[config.mk]
export PLATFORM = sky130hd
export DESIGN_NAME = minicpu_seq
export DESIGN_NICKNAME = d
export VERILOG_FILES = /design/src/rtl/minicpu_seq.sv
export SDC_FILE = /design/constraint.sdc
export NUM_CORES = 1
export LEC_CHECK = 0
export CAP_MARGIN = 25
export CORE_ASPECT_RATIO = 1.75
export CORE_UTILIZATION = 63
export CTS_CLUSTER_SIZE = 8
export DETAILED_ROUTE_END_ITERATION = 7
export MAX_ROUTING_LAYER = met4
export PLACE_DENSITY = 0.94
export SYNTH_ARGS = -nofsm -noshare
export SYNTH_HDL_FRONTEND = slang
export SYNTH_SLANG_ARGS = --single-unit
[constraint.sdc]
create_clock -name Clk -period 3.3 [get_ports Clk]
set_input_delay 0.495 -clock Clk [delete_from_list [all_inputs] [get_ports Clk]]
set_output_delay 0.495 -clock Clk [all_outputs]
set_load 0.1 [all_outputs]
[src/rtl/minicpu_seq.sv]
// MiniCPU instruction sequencer and memory controller: fetch/decode, ALU strobes, Req/Ack cycles.
// Define MINICPU_SEQ_TRAP_EN to make reserved EXE opcodes run a JSR to TRAP_VEC.
module minicpu_seq #(
  parameter logic [11:0] RST_VEC  = 12'h000,
  parameter logic [11:0] TRAP_VEC = 12'hFF8
) (
  input  logic        Clk,
  input  logic        Rst,
  input  logic        CE,
  output logic        Req,
  output logic        WE,
  output logic        DS,
  output logic [11:0] AO,
  output logic [5:0]  DO,
  input  logic [5:0]  DI,
  input  logic        Ack,
  output logic [3:0]  ALU_I,
  output logic        ALU_Ld,
  output logic [5:0]  ALU_Op,
  output logic        ALU_CE,
  input  logic [5:0]  ALU_A,
  input  logic        ALU_Z
);

`ifdef MINICPU_SEQ_TRAP_EN
  localparam bit TrapEn = 1'b1;
`else
  localparam bit TrapEn = 1'b0;
`endif

  typedef enum logic [2:0] {
    StFetch, StDecode, StStWr, StLdRd, StJsrHi, StJsrLo, StRtsLo, StRtsHi
  } state_e;

  state_e      state_q;
  logic [11:0] i_q, w_q, op_q;
  logic [5:0]  ir_q;
  logic [11:0] ope;
  logic        exe_std;
  logic        alu_stb;

  assign ope     = {op_q[11:3], op_q[2:0] | ir_q[2:0]};
  assign exe_std = (ope[11:3] == 9'd0);
  assign ALU_Op  = ope[5:0];

  always_ff @(posedge Clk) begin
    if (Rst) begin
      state_q <= StFetch;
      i_q     <= RST_VEC;
      w_q     <= 12'd0;
      op_q    <= 12'd0;
      ir_q    <= 6'd0;
    end else if (CE) begin
      unique case (state_q)
        StFetch: begin
          if (Ack) begin
            ir_q    <= DI;
            i_q     <= i_q + 12'd1;
            state_q <= StDecode;
          end
        end
        StDecode: begin
          state_q <= StFetch;
          op_q    <= 12'd0;
          case (ir_q[5:3])
            3'b111: op_q <= {ope[8:0], 3'b000};
            3'b001: w_q <= ope;
            3'b110: ;
            3'b011: if (!ALU_Z) i_q <= i_q + ope;
            3'b100: begin
              op_q    <= ope;
              state_q <= StStWr;
            end
            3'b101: begin
              op_q    <= ope;
              state_q <= StLdRd;
            end
            3'b010: begin
              op_q    <= ope;
              w_q     <= w_q - 12'd1;
              state_q <= StJsrHi;
            end
            3'b000: begin
              if (exe_std) begin
                if (ope[2:0] == 3'b111) state_q <= StRtsLo;
              end else if (TrapEn) begin
                // Reserved EXE becomes a call; i_q already points past the EXE.
                op_q    <= TRAP_VEC;
                w_q     <= w_q - 12'd1;
                state_q <= StJsrHi;
              end
            end
          endcase
        end
        StStWr, StLdRd: begin
          if (Ack) begin
            op_q    <= 12'd0;
            state_q <= StFetch;
          end
        end
        StJsrHi: begin
          if (Ack) begin
            w_q     <= w_q - 12'd1;
            state_q <= StJsrLo;
          end
        end
        StJsrLo: begin
          if (Ack) begin
            i_q     <= op_q;
            op_q    <= 12'd0;
            state_q <= StFetch;
          end
        end
        StRtsLo: begin
          if (Ack) begin
            i_q[5:0] <= DI;
            w_q      <= w_q + 12'd1;
            state_q  <= StRtsHi;
          end
        end
        StRtsHi: begin
          if (Ack) begin
            i_q[11:6] <= DI;
            w_q       <= w_q + 12'd1;
            state_q   <= StFetch;
          end
        end
      endcase
    end
  end

  always_comb begin
    Req     = 1'b0;
    WE      = 1'b0;
    DS      = 1'b0;
    AO      = i_q;
    DO      = 6'd0;
    ALU_I   = 4'b0000;
    ALU_Ld  = 1'b0;
    alu_stb = 1'b0;
    unique case (state_q)
      StFetch: Req = 1'b1;
      StDecode: begin
        if (ir_q[5:3] == 3'b110) begin
          ALU_I   = 4'b0110;
          alu_stb = 1'b1;
        end else if (ir_q[5:3] == 3'b011) begin
          ALU_I   = 4'b0011;
          alu_stb = 1'b1;
        end else if (ir_q[5:3] == 3'b000 && exe_std && ope[2:0] != 3'b111) begin
          ALU_I   = {1'b1, ope[2:0]};
          alu_stb = 1'b1;
        end
      end
      StStWr: begin
        Req = 1'b1;
        WE  = 1'b1;
        DS  = 1'b1;
        AO  = w_q + op_q;
        DO  = ALU_A;
        if (Ack) begin
          ALU_I   = 4'b0100;
          alu_stb = 1'b1;
        end
      end
      StLdRd: begin
        Req = 1'b1;
        DS  = 1'b1;
        AO  = w_q + op_q;
        if (Ack) begin
          ALU_Ld  = 1'b1;
          alu_stb = 1'b1;
        end
      end
      StJsrHi, StJsrLo: begin
        Req = 1'b1;
        WE  = 1'b1;
        DS  = 1'b1;
        AO  = w_q;
        DO  = (state_q == StJsrHi) ? i_q[11:6] : i_q[5:0];
      end
      StRtsLo, StRtsHi: begin
        Req = 1'b1;
        DS  = 1'b1;
        AO  = w_q;
      end
    endcase
    // Reset aborts any cycle in flight, including an un-acked write.
    if (Rst) begin
      Req     = 1'b0;
      WE      = 1'b0;
      DS      = 1'b0;
      ALU_I   = 4'b0000;
      ALU_Ld  = 1'b0;
      alu_stb = 1'b0;
    end
  end

  assign ALU_CE = alu_stb & CE;

endmodule

==> results.sh <==
export IMPL_status="finished, violations left"
export IMPL_violations="negative setup slack"
export IMPL_period_needed_ps=3330
export IMPL_cts_inserted_buffers=5
export IMPL_powerDensity_nw_per_um2=288
export IMPL_yosys_mux_area_fraction=0.0396
export IMPL_synth_fa_ha_area_frac=0.0770
export IMPL_clk_latency_ps=300
export IMPL_finalCritPeriodShare=1.01
export IMPL_track_usage=0.450
export IMPL_root_buffer="clkbuf_16"
export IMPL_regToRegSetupSlack_ps=440
export IMPL_htreeDepth=2
export IMPL_whs_ps=492
export IMPL_drive_gt1_frac=0.135
export IMPL_row_count=40
export IMPL_hold_buffers=0
export IMPL_worst_pin_slew_ps=735
export IMPL_grt_pass1_wl_um=25700
export IMPL_grt_max_degree=34
export IMPL_critPathArrivalTime_ps=2830
export IMPL_setup_viol=1
export IMPL_critical_path_class="register to output pin"
export IMPL_placed_cell_area_um2=5340
export IMPL_path_cells="ha_1 > a211oi_1 > o21bai_2 > o2111ai_1 > a31oi_1 > mux2i_1 > a221oi_4 > buf_12"
export IMPL_grt_pass1_vias=5289
export IMPL_synth_seq_area_share=0.197
export IMPL_synth_edf_count=0
export IMPL_synth_cells=656
export IMPL_startpoint_type="register"
export IMPL_finalHoldViolations=0
export IMPL_synth_compound_area_frac=0.298
export IMPL_detail_route_antenna_nets=0
export IMPL_p_sw_frac=0.337
export IMPL_yosysWarningCount=0
export IMPL_p_switching_mw=0.539
export IMPL_design_area_um2=5550
export IMPL_clk_pin_slew_worst_paths_ps=70
export IMPL_die_y_um=115
export IMPL_die_w_um=66.5
export IMPL_io_buffer_count=49
export IMPL_syn2layout_area_growth_pct=21.1
export IMPL_async_flop_share=0
export IMPL_syn_cell_area_um2=4580
export IMPL_path_buf_inv=1
export IMPL_clock_sinks=45
export IMPL_cts_tree="built"
export IMPL_drt_iter0_markers=835
export IMPL_core_um2=6960
export IMPL_place_hpwl_um=11500
export IMPL_critPathMaxStageDelay_ps=430
export IMPL_grt_overflow_total=0
export IMPL_slowest_stage="dfxtp_1"
export IMPL_crit_fanout=5
export IMPL_p_seq_frac=0.367
export IMPL_synthFlopType="dfxtp_1"
export IMPL_synth_top_family_by_area="compound AO/OA/AOI/OAI gates"
export IMPL_wl_um=15900
export IMPL_end_kind="output pin"
export IMPL_initial_core_util=0.659
export IMPL_die_area_um2=7630
export IMPL_cap_violations=0
export IMPL_intPower_mw=1.06
export IMPL_drtPass1Iterations=6
export IMPL_cp_required_ps=2800
export IMPL_globalplace_congestion=1.05
export IMPL_vias=5417
export IMPL_diodes=0
export IMPL_yosys_area_share_simple=0.262
export IMPL_ioPinCount=50
export IMPL_power_leakage_nw=2.10
export IMPL_ys_types=65
export IMPL_finalPower_mw=1.60
export IMPL_drc=0
export IMPL_synth_xor_area_frac=0.0516
export IMPL_drv_slew=0
export IMPL_finalNetCount=723
export IMPL_critPathTopFamily="compound AO/OA/AOI/OAI gates"
export IMPL_ys_ff_latch=45
export IMPL_clockBufferDepth=2
export IMPL_relSlewSlack=0.510
export IMPL_hold_class="register to register"
export IMPL_p_comb_frac=0.259
export IMPL_antenna_found_initial=0
export IMPL_ir_drop_mv=0.273
export IMPL_timing_final_ws_setup_ps=-25.8
export IMPL_synthesis_nets=700
export IMPL_syn_area_per_cell_um2=6.99
export IMPL_routedWlPerCell_um=20.8
export IMPL_clock_skew_final_ps=12.8
export IMPL_fmax_mhz=301
export IMPL_post_drt_via_cell_ratio=7.09
export IMPL_clockPowerShare=0.375
==> worst register-to-register path: cells and delay by family (launching register included) <==
| kind | cells | cell delay, ps |
|---|---|---|
| compound gates | 4 | 1270 |
| xor+xnor | 1 | 180 |
| fa+ha+maj | 1 | 340 |
| buf+inv | 1 | 220 |
| flops | 1 | 360 |
| simple gates | 2 | 370 |
==> layout make-up <==
| type | instances | area [µm²] |
|---|---|---|
| multi-input combinational | 533 | 3410 |
| fill | 488 | 1410 |
| sequential | 45 | 907 |
| timing repair buffer | 72 | 876 |
| clock buffer | 6 | 129 |
| tap | 84 | 105 |
| inverter | 22 | 82.6 |
| clock inverter | 2 | 38.8 |
==> layer usage <==
layer / part of all wire / wire length, µm / track usage
met4: 0.075 / 1190 / 0.353
met3: 0.095 / 1500 / 0.112
met1: 0.33 / 5230 / 0.457
met5: 0 / 0 / -
met2: 0.50 / 7930 / 0.722
==> path summary, 6_finish.rpt <==
check / to / from / cells after the start
max: AO[11] / op_q[1]$_SDFFE_PP0P_ / 8
min reg2reg: ir_q[0]$_SDFFE_PP0P_ / ir_q[0]$_SDFFE_PP0P_ / 2
min: ir_q[0]$_SDFFE_PP0P_ / ir_q[0]$_SDFFE_PP0P_ / 2
max reg2reg: i_q[9]$_SDFFE_PP0P_ / op_q[1]$_SDFFE_PP0P_ / 9
==> kinds of logic (layout without fill, tap and decap cells) <==
family / Yosys count / after routing
XOR/XNOR: 27 / 27
buffers and inverters: 78 / 102
multiplexers: 18 / 18
AND/OR/NAND/NOR: 245 / 245
flip-flops: 45 / 45
adder cells (fa/ha/maj): 27 / 27
AO/OA/AOI/OAI: 216 / 216
==> stage by stage <==
| step | setup WS, ps | TNS, ps | instances | util |
|---|---|---|---|---|
| 3_5_place_dp | 329 | 0 | 754 | 0.768 |
| 6_report | -25.8 | -25.8 | 764 | 0.798 |
| 2_1_floorplan | 77.7 | 0 | 656 | - |
| 4_1_cts | 54.7 | 0 | 762 | 0.792 |
| 3_3_place_gp | 357 | 0 | 754 | 0.768 |
| 5_1_grt | -140 | -140 | 764 | 0.798 |
==> power by group through the flow <==
stage / Combinational (mW) / Sequential [mW] / Clock, mW
6_report: 0.413 / 0.585 / 0.598
5_1_grt: 0.435 / 0.587 / 0.620
4_1_cts: 0.401 / 0.584 / 0.596
3_5_place_dp: 0.398 / 0.597 / 0
3_3_place_gp: 0.391 / 0.596 / 0
2_1_floorplan: 0.286 / 0.579 / 0
==> synthesized netlist by cell type (all sizes together) (9+ instances only) <==
cell type  count  area (µm²)
clkbuf        28         105
nand4          9        56.3
xnor2         19         166
nand3         33         165
nor2          52         198
o21ai         53         265
dfxtp         45         901
a21oi         71         355
nor3          19         100
nand2         77         289
ha            25         313
mux2i         17         170
inv           22        82.6
a211oi         9        67.6
buf           28         156
==> flip-flops by register name, indices dropped and copies added (netlist names) <==
signal / count
state_q: 3
op_q: 12
w_q: 12
ir_q: 6
i_q: 12
==> layout by cell type, fill, tap and decap left out, types with 6 or more instances in the layout <==
cell,count
a22oi_1,6
mux2i_1,17
nor3_1,15
nand2_1,77
nand4_1,9
ha_1,25
nand3_1,32
xor2_1,8
nor3b_1,7
a211oi_1,9
a31oi_1,8
nor2_1,51
inv_1,21
dfxtp_1,42
nor2b_1,6
a221oi_1,7
a21oi_1,69
o21ai_0,34
nand2b_1,8
o21ai_1,17
o211ai_1,7
or3_1,7
clkdlybuf4s50_1,15
buf_12,24
o21a_1,6
a21o_1,6
buf_4,32
xnor2_1,19
==> timing repair <==
item,4_1_cts,5_1_grt
gates resized for setup,1,6
setup buffers,0,1
pin swaps,0,4
gates cloned,0,0
endpoints found under the setup margin,1,2
No activity file was read; power rests on OpenSTA's default activity.
